--- src/rtl/hdmi_tx_gearbox.sv ---
`default_nettype none
// ============================================================================
//  Module      : hdmi_tx_gearbox
//  Description : 5x-pixel-clock scheduler that slices three 10-bit TMDS
//                symbols into 2-bit DDR pairs (bit 0 first), drives the fixed
//                TMDS clock pattern on the clock lane, and substitutes the
//                idle control token when no symbol is available at a symbol
//                boundary. One-deep shadow register decouples the upstream
//                valid/ready handshake from the symbol boundary.
//  Revision    : 1.0 - initial release
// ============================================================================
module hdmi_tx_gearbox (
    input  logic       clk,
    input  logic       rstn,
    input  logic       en,
    input  logic       in_valid,
    output logic       in_ready,
    input  logic [9:0] in_ch0,
    input  logic [9:0] in_ch1,
    input  logic [9:0] in_ch2,
    output logic [1:0] out_ch0,
    output logic [1:0] out_ch1,
    output logic [1:0] out_ch2,
    output logic [1:0] out_chc,
    output logic       sym_start,
    output logic       underflow
);

    localparam logic [9:0]  CTRL_IDLE   = 10'b1101010100;
    localparam logic [9:0]  CLK_PATTERN = 10'b0000011111;
    localparam logic [2:0]  LAST_PHASE  = 3'd4;
    localparam logic [29:0] IDLE_WORD   = {CTRL_IDLE, CTRL_IDLE, CTRL_IDLE};

    // Returns pair number idx ({bit 2idx+1, bit 2idx}) of a 10-bit symbol.
    function automatic logic [1:0] pair_of(input logic [9:0] sym, input logic [2:0] idx);
        logic [1:0] p;
        case (idx)
            3'd0:    p = sym[1:0];
            3'd1:    p = sym[3:2];
            3'd2:    p = sym[5:4];
            3'd3:    p = sym[7:6];
            default: p = sym[9:8];
        endcase
        return p;
    endfunction

    // ------------------------------------------------------------------
    // State
    // ------------------------------------------------------------------
    logic [2:0]  phase_q,       phase_d;
    logic [29:0] sreg_q,        sreg_d;
    logic [29:0] shadow_q,      shadow_d;
    logic        shadow_full_q, shadow_full_d;
    logic [1:0]  out_ch0_q,     out_ch0_d;
    logic [1:0]  out_ch1_q,     out_ch1_d;
    logic [1:0]  out_ch2_q,     out_ch2_d;
    logic [1:0]  out_chc_q,     out_chc_d;
    logic        sym_start_q,   sym_start_d;
    logic        underflow_q,   underflow_d;

    logic        w_load;
    logic        w_xfer;
    logic [29:0] w_in_word;
    logic [29:0] w_next_word;
    logic [2:0]  w_pair_idx;

    assign w_load    = (phase_q == LAST_PHASE);
    assign w_in_word = {in_ch2, in_ch1, in_ch0};

    // The shadow may be refilled on the very edge it drains, so ready is
    // also asserted at the load edge even when the shadow is occupied.
    assign in_ready  = en & (~shadow_full_q | w_load);
    assign w_xfer    = in_valid & in_ready;

    assign w_pair_idx = w_load ? 3'd0 : (phase_q + 3'd1);

    // Next-state computation: word selection at boundaries, pair slicing otherwise.
    always_comb begin
        phase_d       = phase_q;
        sreg_d        = sreg_q;
        shadow_d      = shadow_q;
        shadow_full_d = shadow_full_q;
        sym_start_d   = 1'b0;
        underflow_d   = 1'b0;
        w_next_word   = sreg_q;

        if (w_load) begin
            if (!en) begin
                // Disabled: idle token, and any buffered symbol is dropped.
                w_next_word   = IDLE_WORD;
                shadow_d      = '0;
                shadow_full_d = 1'b0;
            end else if (shadow_full_q) begin
                w_next_word = shadow_q;
                if (w_xfer) begin
                    shadow_d      = w_in_word;
                    shadow_full_d = 1'b1;
                end else begin
                    shadow_full_d = 1'b0;
                end
            end else if (w_xfer) begin
                // Empty shadow: bypass straight into the shift register.
                w_next_word = w_in_word;
            end else begin
                w_next_word = IDLE_WORD;
                underflow_d = 1'b1;
            end
            sreg_d      = w_next_word;
            phase_d     = 3'd0;
            sym_start_d = 1'b1;
        end else begin
            phase_d = phase_q + 3'd1;
            if (w_xfer) begin
                shadow_d      = w_in_word;
                shadow_full_d = 1'b1;
            end
        end

        out_ch0_d = pair_of(w_next_word[9:0],   w_pair_idx);
        out_ch1_d = pair_of(w_next_word[19:10], w_pair_idx);
        out_ch2_d = pair_of(w_next_word[29:20], w_pair_idx);
        out_chc_d = pair_of(CLK_PATTERN,        w_pair_idx);
    end

    // State and registered outputs; reset aborts any symbol in flight.
    always_ff @(posedge clk or negedge rstn) begin
        if (!rstn) begin
            phase_q       <= LAST_PHASE;
            sreg_q        <= '0;
            shadow_q      <= '0;
            shadow_full_q <= 1'b0;
            out_ch0_q     <= 2'b00;
            out_ch1_q     <= 2'b00;
            out_ch2_q     <= 2'b00;
            out_chc_q     <= 2'b00;
            sym_start_q   <= 1'b0;
            underflow_q   <= 1'b0;
        end else begin
            phase_q       <= phase_d;
            sreg_q        <= sreg_d;
            shadow_q      <= shadow_d;
            shadow_full_q <= shadow_full_d;
            out_ch0_q     <= out_ch0_d;
            out_ch1_q     <= out_ch1_d;
            out_ch2_q     <= out_ch2_d;
            out_chc_q     <= out_chc_d;
            sym_start_q   <= sym_start_d;
            underflow_q   <= underflow_d;
        end
    end

    assign out_ch0   = out_ch0_q;
    assign out_ch1   = out_ch1_q;
    assign out_ch2   = out_ch2_q;
    assign out_chc   = out_chc_q;
    assign sym_start = sym_start_q;
    assign underflow = underflow_q;

endmodule
`default_nettype wire
--- config.mk ---
export PLATFORM = sky130hd
export DESIGN_NAME = hdmi_tx_gearbox
export DESIGN_NICKNAME = d
export VERILOG_FILES = /design/src/rtl/hdmi_tx_gearbox.sv
export SDC_FILE = /design/constraint.sdc
export NUM_CORES = 1
export LEC_CHECK = 0
export BUFFER_PORTS_ARGS = -buffer_cell sky130_fd_sc_hd__buf_2
export CORE_MARGIN = 2
export CORE_UTILIZATION = 40
export CTS_CLUSTER_SIZE = 28
export DETAILED_ROUTE_END_ITERATION = 7
export SYNTH_ARGS = -nofsm -noshare
export SYNTH_HDL_FRONTEND = slang
export SYNTH_SLANG_ARGS = --single-unit
export TNS_END_PERCENT = 5
--- constraint.sdc ---
create_clock -name clk -period 3 [get_ports clk]
set_input_delay 0.3 -clock clk [delete_from_list [all_inputs] [get_ports clk]]
set_output_delay 0.3 -clock clk [all_outputs]
set_load 0.05 [all_outputs]
# ---- Word level (Yosys, flattened, before mapping)
# Cells that the tools add are included.
# Widths: inputs -> output; s select.
dict set report word_totals {
  register_bits 74
  latchBits 0
  ram_bits 0
  mem_bits_ro 0
  memories 0
}
dict set report classes {
  addsub 1
  mul 0
  div_mod_pow 0
  order_cmp 0
  eq_ne 5
  shifts 0
  n_mux 23
  n_bitwise 4
  n_reduce_logical 3
}
# cell count
set op_table {}
lappend op_table {{$mux 30} 8}
lappend op_table {{$pmux 2 s4} 3}
lappend op_table {{$mux 1} 10}
lappend op_table {{$eq 3x2->1 const B} 2}
lappend op_table {{$pmux 2 s2} 1}
lappend op_table {{$add 3x1->3 const B} 1}
lappend op_table {{$eq 3x1->1 const B} 1}
lappend op_table {{$eq 3x3->1 const B} 1}
lappend op_table {{$logic_not 3->1} 1}
lappend op_table {{$mux 3} 1}
lappend op_table {{$ne 3x3->1 const B} 1}
lappend op_table {{$and 1x1->1} 2}
lappend op_table {{$reduce_bool 2->1} 1}
lappend op_table {{$reduce_or 2->1} 1}
lappend op_table {{$not 1->1} 1}
lappend op_table {{$or 1x1->1} 1}

# ---- Logic depth before layout (Yosys ltp)
dict set report logic_depth {
  ltp_word 9
  depth_mapped 9
  mapped_depth_nobuf 7
}

# ---- Least setup slack after synthesis
# OpenSTA, ideal clock, no wires.
dict set report synth_timing {
  path_kind {reg2reg}
  startpoint {register phase_q[0]}
  endpoint {register out_ch1_q[0] (netlist: out_ch1[0])}
  setup_time_ns 0.121
  arrival_ns 1.919
  required_ns 2.879
  slack_ns 0.959
  path_stages_with_launch 8
  path_buffers 1
  period_less_slack_ns 2.041
  cell_sequence {dfrtp_1 -> inv_1 -> ha_1 -> clkbuf_2 -> or3b_4 -> and3_1 -> a221o_1 -> o22a_1}
}
dict set report synth_via {
  elab_chain_cells 9
  word_cells_on_any_way 15
  cone_classes {add/sub: 1; eq/ne: 4; mux: 6; bitwise: 3; reduce/logical: 1}
}
# element line
set synth_rtl {}
lappend synth_rtl {{from (decl)} 50} ;# logic [2:0] phase_q, phase_d;
lappend synth_rtl {{from (signal assigned)} 139} ;# phase_q <= phase_d;
lappend synth_rtl {{$eq 3x3->1} 67} ;# assign w_load = (phase_q == LAST_PHASE);
lappend synth_rtl {{$or 1x1->1} 72} ;# assign in_ready = en & (~shadow_full_q | w_load);
lappend synth_rtl {{$and 1x1->1} 72}
lappend synth_rtl {{$and 1x1->1} 73} ;# assign w_xfer = in_valid & in_ready;
lappend synth_rtl {{$mux 30} 101} ;# end else if (w_xfer) begin
lappend synth_rtl {{$mux 30} 93} ;# end else if (shadow_full_q) begin
lappend synth_rtl {{$mux 30} 88} ;# if (!en) begin
lappend synth_rtl {{$mux 30} 87} ;# if (w_load) begin
lappend synth_rtl {{$pmux 2 s4 (*)} 37} ;# case (idx)
lappend synth_rtl {{named net out_ch1_d[0]} 55} ;# logic [1:0] out_ch1_q, out_ch1_d;
lappend synth_rtl {{to (signal assigned)} 144} ;# out_ch1_q <= out_ch1_d;
lappend synth_rtl {{to (decl)} 55}
# Mark *: on every way through the listed nets, which the timed path passes. The rest lies on a longest branch.
# A chain may end at the register's enable or synchronous reset.

# ---- Worst setup path after layout
dict set report layout_timing {
  startpoint {register phase_q[0]}
  endpoint {register out_ch2_q[0] (netlist: out_ch2[0])}
}
dict set report layout_via {
  elab_chain_cells 9
  word_cells_on_any_way 15
  cone_classes {add/sub: 1; eq/ne: 4; mux: 6; bitwise: 3; reduce/logical: 1}
}
# element line
set layout_rtl {}
lappend layout_rtl {{$eq 3x3->1} 67}
lappend layout_rtl {{$or 1x1->1} 72}
lappend layout_rtl {{$and 1x1->1} 72}
lappend layout_rtl {{$and 1x1->1} 73}
lappend layout_rtl {{$mux 30} 101}
lappend layout_rtl {{$mux 30} 93}
lappend layout_rtl {{$mux 30} 88}
lappend layout_rtl {{$mux 30} 87}
lappend layout_rtl {{$pmux 2 s4 (*)} 37}
lappend layout_rtl {{named net out_ch2_d[0]} 56} ;# logic [1:0] out_ch2_q, out_ch2_d;
lappend layout_rtl {{to (signal assigned)} 145} ;# out_ch2_q <= out_ch2_d;
lappend layout_rtl {{to (decl)} 56}
# Marked as above.

==> results.md <==
- The die span in x is between 90 and 100 um.
- Of all cell types, the one taking the most synthesized area is dfrtp_1.
- The tightest hold path in the finished design has a slack of 0.0705 ns.
- Leaving out fill and tap cells, the most frequent cell in the layout is nand2_1.
- The critical path ends at out_ch2[0].
- The region available for standard cell placement spans around 8700 um^2.
- The total of buffers placed on input and output ports is 44.
- The reg2reg setup slack is a little over 0.4 ns.
- The TritonCTS clock tree is done.
- The worst path buffer plus inverter count is 2.
- Yosys mapped a number of flops with a built-in enable equal to 0.
- For this configuration, the core starts out at a cell density of roughly two fifths.
- The DRC violations left is 0.
- The initial antenna violation count is 0.
- The tree is rooted in a clkbuf_8.
- The count of nets after finishing is about 450.
- Leaving out fill and tap cells, the most frequent cells in the layout are nand2_1, dfrtp_1, a21oi_1, buf_2.
- The number of post-CTS setup repair buffers is 0.
- The number of iterations in the first detailed-routing pass is 5.
- The standard-cell row count is 34.
- The clock reaches the later pin of the worst-skew pair after 0.34 ns.
- The vias after detailed routing is 2864.
- The worst slew margin relative to its limit is 25.5%.
- The pin count of the biggest net entering global routing is 75.
- Using the TritonRoute via totals, the vias-per-cell ratio works out to 5.42.
- The post-route fraction of the period consumed by the critical path is 86.2%.
- The number of sinks driven by the clock tree is 74.
- The multiplexer fraction of the synthesized cell area is 0%.
- Setup violations remaining at the end of the flow were counted as 0.
- The dominant combinational cell family by area after synthesis is simple AND/OR/NAND/NOR gates.
- Broken down by cell family, the worst path's largest delay share belongs to compound AO/OA/AOI/OAI gates.
- STA classifies the critical path endpoint as a register.
- The cell total after placement is 512.
- The I/O pin count is 45.
- The maximum fanout encountered on the critical timing path is 18.
- The synthesized area per cell is 9.51 um^2.
- The number of buffers inserted for hold repair after clock tree synthesis is 0.
- The area growth from synthesis to layout is 15.0%.
- Clock-pin slew was measured on the worst setup and hold paths at 0.08 ns.
- The final-report hold violation count is 0.
- Of all flip-flops after synthesis, the portion carrying an async set or reset was 100%.
- Measured on the finished design, the core utilization comes to between 40 and 50%.
- The critical path startpoint category is a register.
- The XOR/XNOR share of the synthesized area is 0%.
- The power per cell area is 574 nW/um^2.
- For this run, the number of Yosys warnings is 0.
- Tracing the worst setup path back leads to its startpoint at phase_q[0].
- The endpoint of the worst-slack reg-to-reg timing path is out_ch2[0].
- In this run, the number of DRC markers left after iteration 0 of detailed routing was 207.
- The via count of the first global-routing pass is 2747.
- Once detailed placement completed, the half-perimeter wirelength came to 6.08 mm.
- For this design, the slowest cell found on the critical path is dfrtp_1.
- The worst hold path belongs to the class in -> async.
- Once layout is done, the placed cells without fillers occupy 4100 um^2.
- The number of cells produced by synthesis is 375.
- The number of gates resized after CTS was 0.
- By area the synthesized netlist is led by dfrtp_1, nand2_1, a21oi_1, nand2b_1, nand3b_1.
- Of the total synthesized cell area, the portion taken by AND, OR, NAND and NOR gates is 21.9%.
- The proportion of netlist area held by the largest area contributor is 51.2%.
- The global-route congestion overflow total is 0.
- The count of final max-slew check failures is 0.
- The die covers 9680 um^2.
- In this run the static leakage power is 0.00183 uW.
- IR analysis of the VDD net gives a maximum drop of 293 uV.
- The sequential cell area fraction in the yosys report is 52.0%.
- Data on the critical path arrives at its endpoint at around 2.8 ns.
- The congestion estimate from routability-driven global placement came to around 0.8.
- The post-synthesis net count is 413.
- The biggest cell delay along the critical path is 0.45 ns.
- The wire length of the first global-routing pass is approximately 15 mm.
- Summing the areas of all compound-gate instances in the mapped netlist gives 20.3% of the synthesized area.
- The total stage count of the critical path is 7.
- The number of H-tree levels is 3.
- The average routed wire per standard cell is 17.1 um.
- The post-route minimum period is 2.59 ns.
- Setup repair after global routing left no endpoint under its margin.
- The run finished with clean final reports.
- The number of unique standard cell types used by synthesis is 46.
- The repair_antennas step left the layout with diodes totalling 0.
- Walking the worst path, the cells encountered are inv_1 -> ha_1 -> nand2_1 -> clkinv_1 -> a311o_1 -> a221o_1 -> o22a_1.
- The chip height is 98.4 um.
- The type of the worst setup path is reg -> reg.
- The placement-stage cell area is 3880 um^2.
- The post-synthesis sequential element count is 74.
- In this run the critical register-to-register path is launched from phase_q[0].
- In the final timing run, aggregate negative setup slack is 0 ns.
- Timing would allow up to 387 MHz.
- Of the cells placed in the final design, the portion with a size suffix greater than 1 is 18.8%.
- The total clock buffers created by CTS is 9.
- In the global route stage, overall resource usage came out at around 20%.
- Among all flip-flop cells after synthesis, the most frequent one is dfrtp_1.
- Across the run, the number of max-cap violations was 0.
- The number of buffers on the longest clock path is 2.
- The fraction of the mapped netlist area in adder cells is 1.40%.
- The data required time of the critical path is approximately 3.2 ns.
- The actual transition at the worst max-transition pin is ~1.1 ns.
- The path depth of the worst reg2reg path is 7.
- The number of nets still failing antenna checks after routing is 0.
- The count of non-filler cells in the finished layout is 528.
- The worst setup skew after layout is between 0.009 and 0.01 ns.
- The total detailed-routing wirelength is approximately 9.1 mm.
- The post-synthesis instance area is 3560 um^2.
==> layout make-up <==
type	count	area (um^2)
Fill cell	899	4580
Sequential cell	74	1850
Multi-Input combinational cell	266	1560
Timing Repair Buffer	54	298
Tap cell	108	135
Clock buffer	10	128
Clock inverter	6	88.8
Inverter	10	37.5
==> cell families after synthesis <==
kind of cell               Yosys count
buffers and inverters               35
AOI/OAI and AO/OA                  109
and+or+nand+nor                    153
adders and majority gates            4
DFF                                 74
==> synthesized netlist by cell type, types with 4 or more instances <==
cell	instances
and2_1	9
o21ai_0	10
ha_1	4
nor2b_1	7
a21oi_1	48
nand2_1	75
nor2_1	12
o22ai_1	6
or2_2	6
dfrtp_1	73
a311oi_1	6
or3b_1	6
nand2b_1	12
clkbuf_1	15
nand3b_1	9
a21boi_0	7
nor3b_1	4
buf_2	5
inv_1	9
==> per-stage QoR <==
step | power (uW) | setup slack [ns]
3_5_place_dp | 1520 | 0.410
4_1_cts | 2370 | 0.408
5_1_grt | 2460 | 0.191
2_1_floorplan | 1390 | 0.959
3_3_place_gp | 1520 | 0.496
6_report | 2350 | 0.413
==> per-layer routing <==
metal / wire length (um) / vias up / part of all wire (%) / GRT usage (%)
met5: 0 / - / 0 / 0
met4: 143 / 0 / 1.6 / 6.64
met3: 309 / 11 / 3.4 / 2.58
met2: 3810 / 67 / 42 / 27.1
met1: 4790 / 1399 / 53 / 31.8
li1: - / 1387 / - / -
==> worst min path at each step <==
stage / from / end
after floorplan: rstn / out_ch0[0]
after global placement: sreg_q[27] / sreg_q[27]
after detailed placement: sreg_q[17] / sreg_q[17]
after CTS: rstn / shadow_q[2]
after global routing: rstn / shadow_q[2]
final: rstn / shadow_q[2]
==> power breakdown <==
part	leakage (uW)	internal, uW	total, uW	switching, uW
clock network	0.000103	470	854	384
logic	0.000817	132	343	211
registers	0.000912	1110	1160	51.9
==> sequential cells by signal, summed over array words and instances (netlist names) <==
register	flops
sreg_q	30
shadow_full_q	1
sym_start	1
shadow_q	30
underflow	1
out_ch2	2
phase_q	3
out_chc	2
out_ch1	2
out_ch0	2
Note: power is estimated with default switching activity, not from simulation.
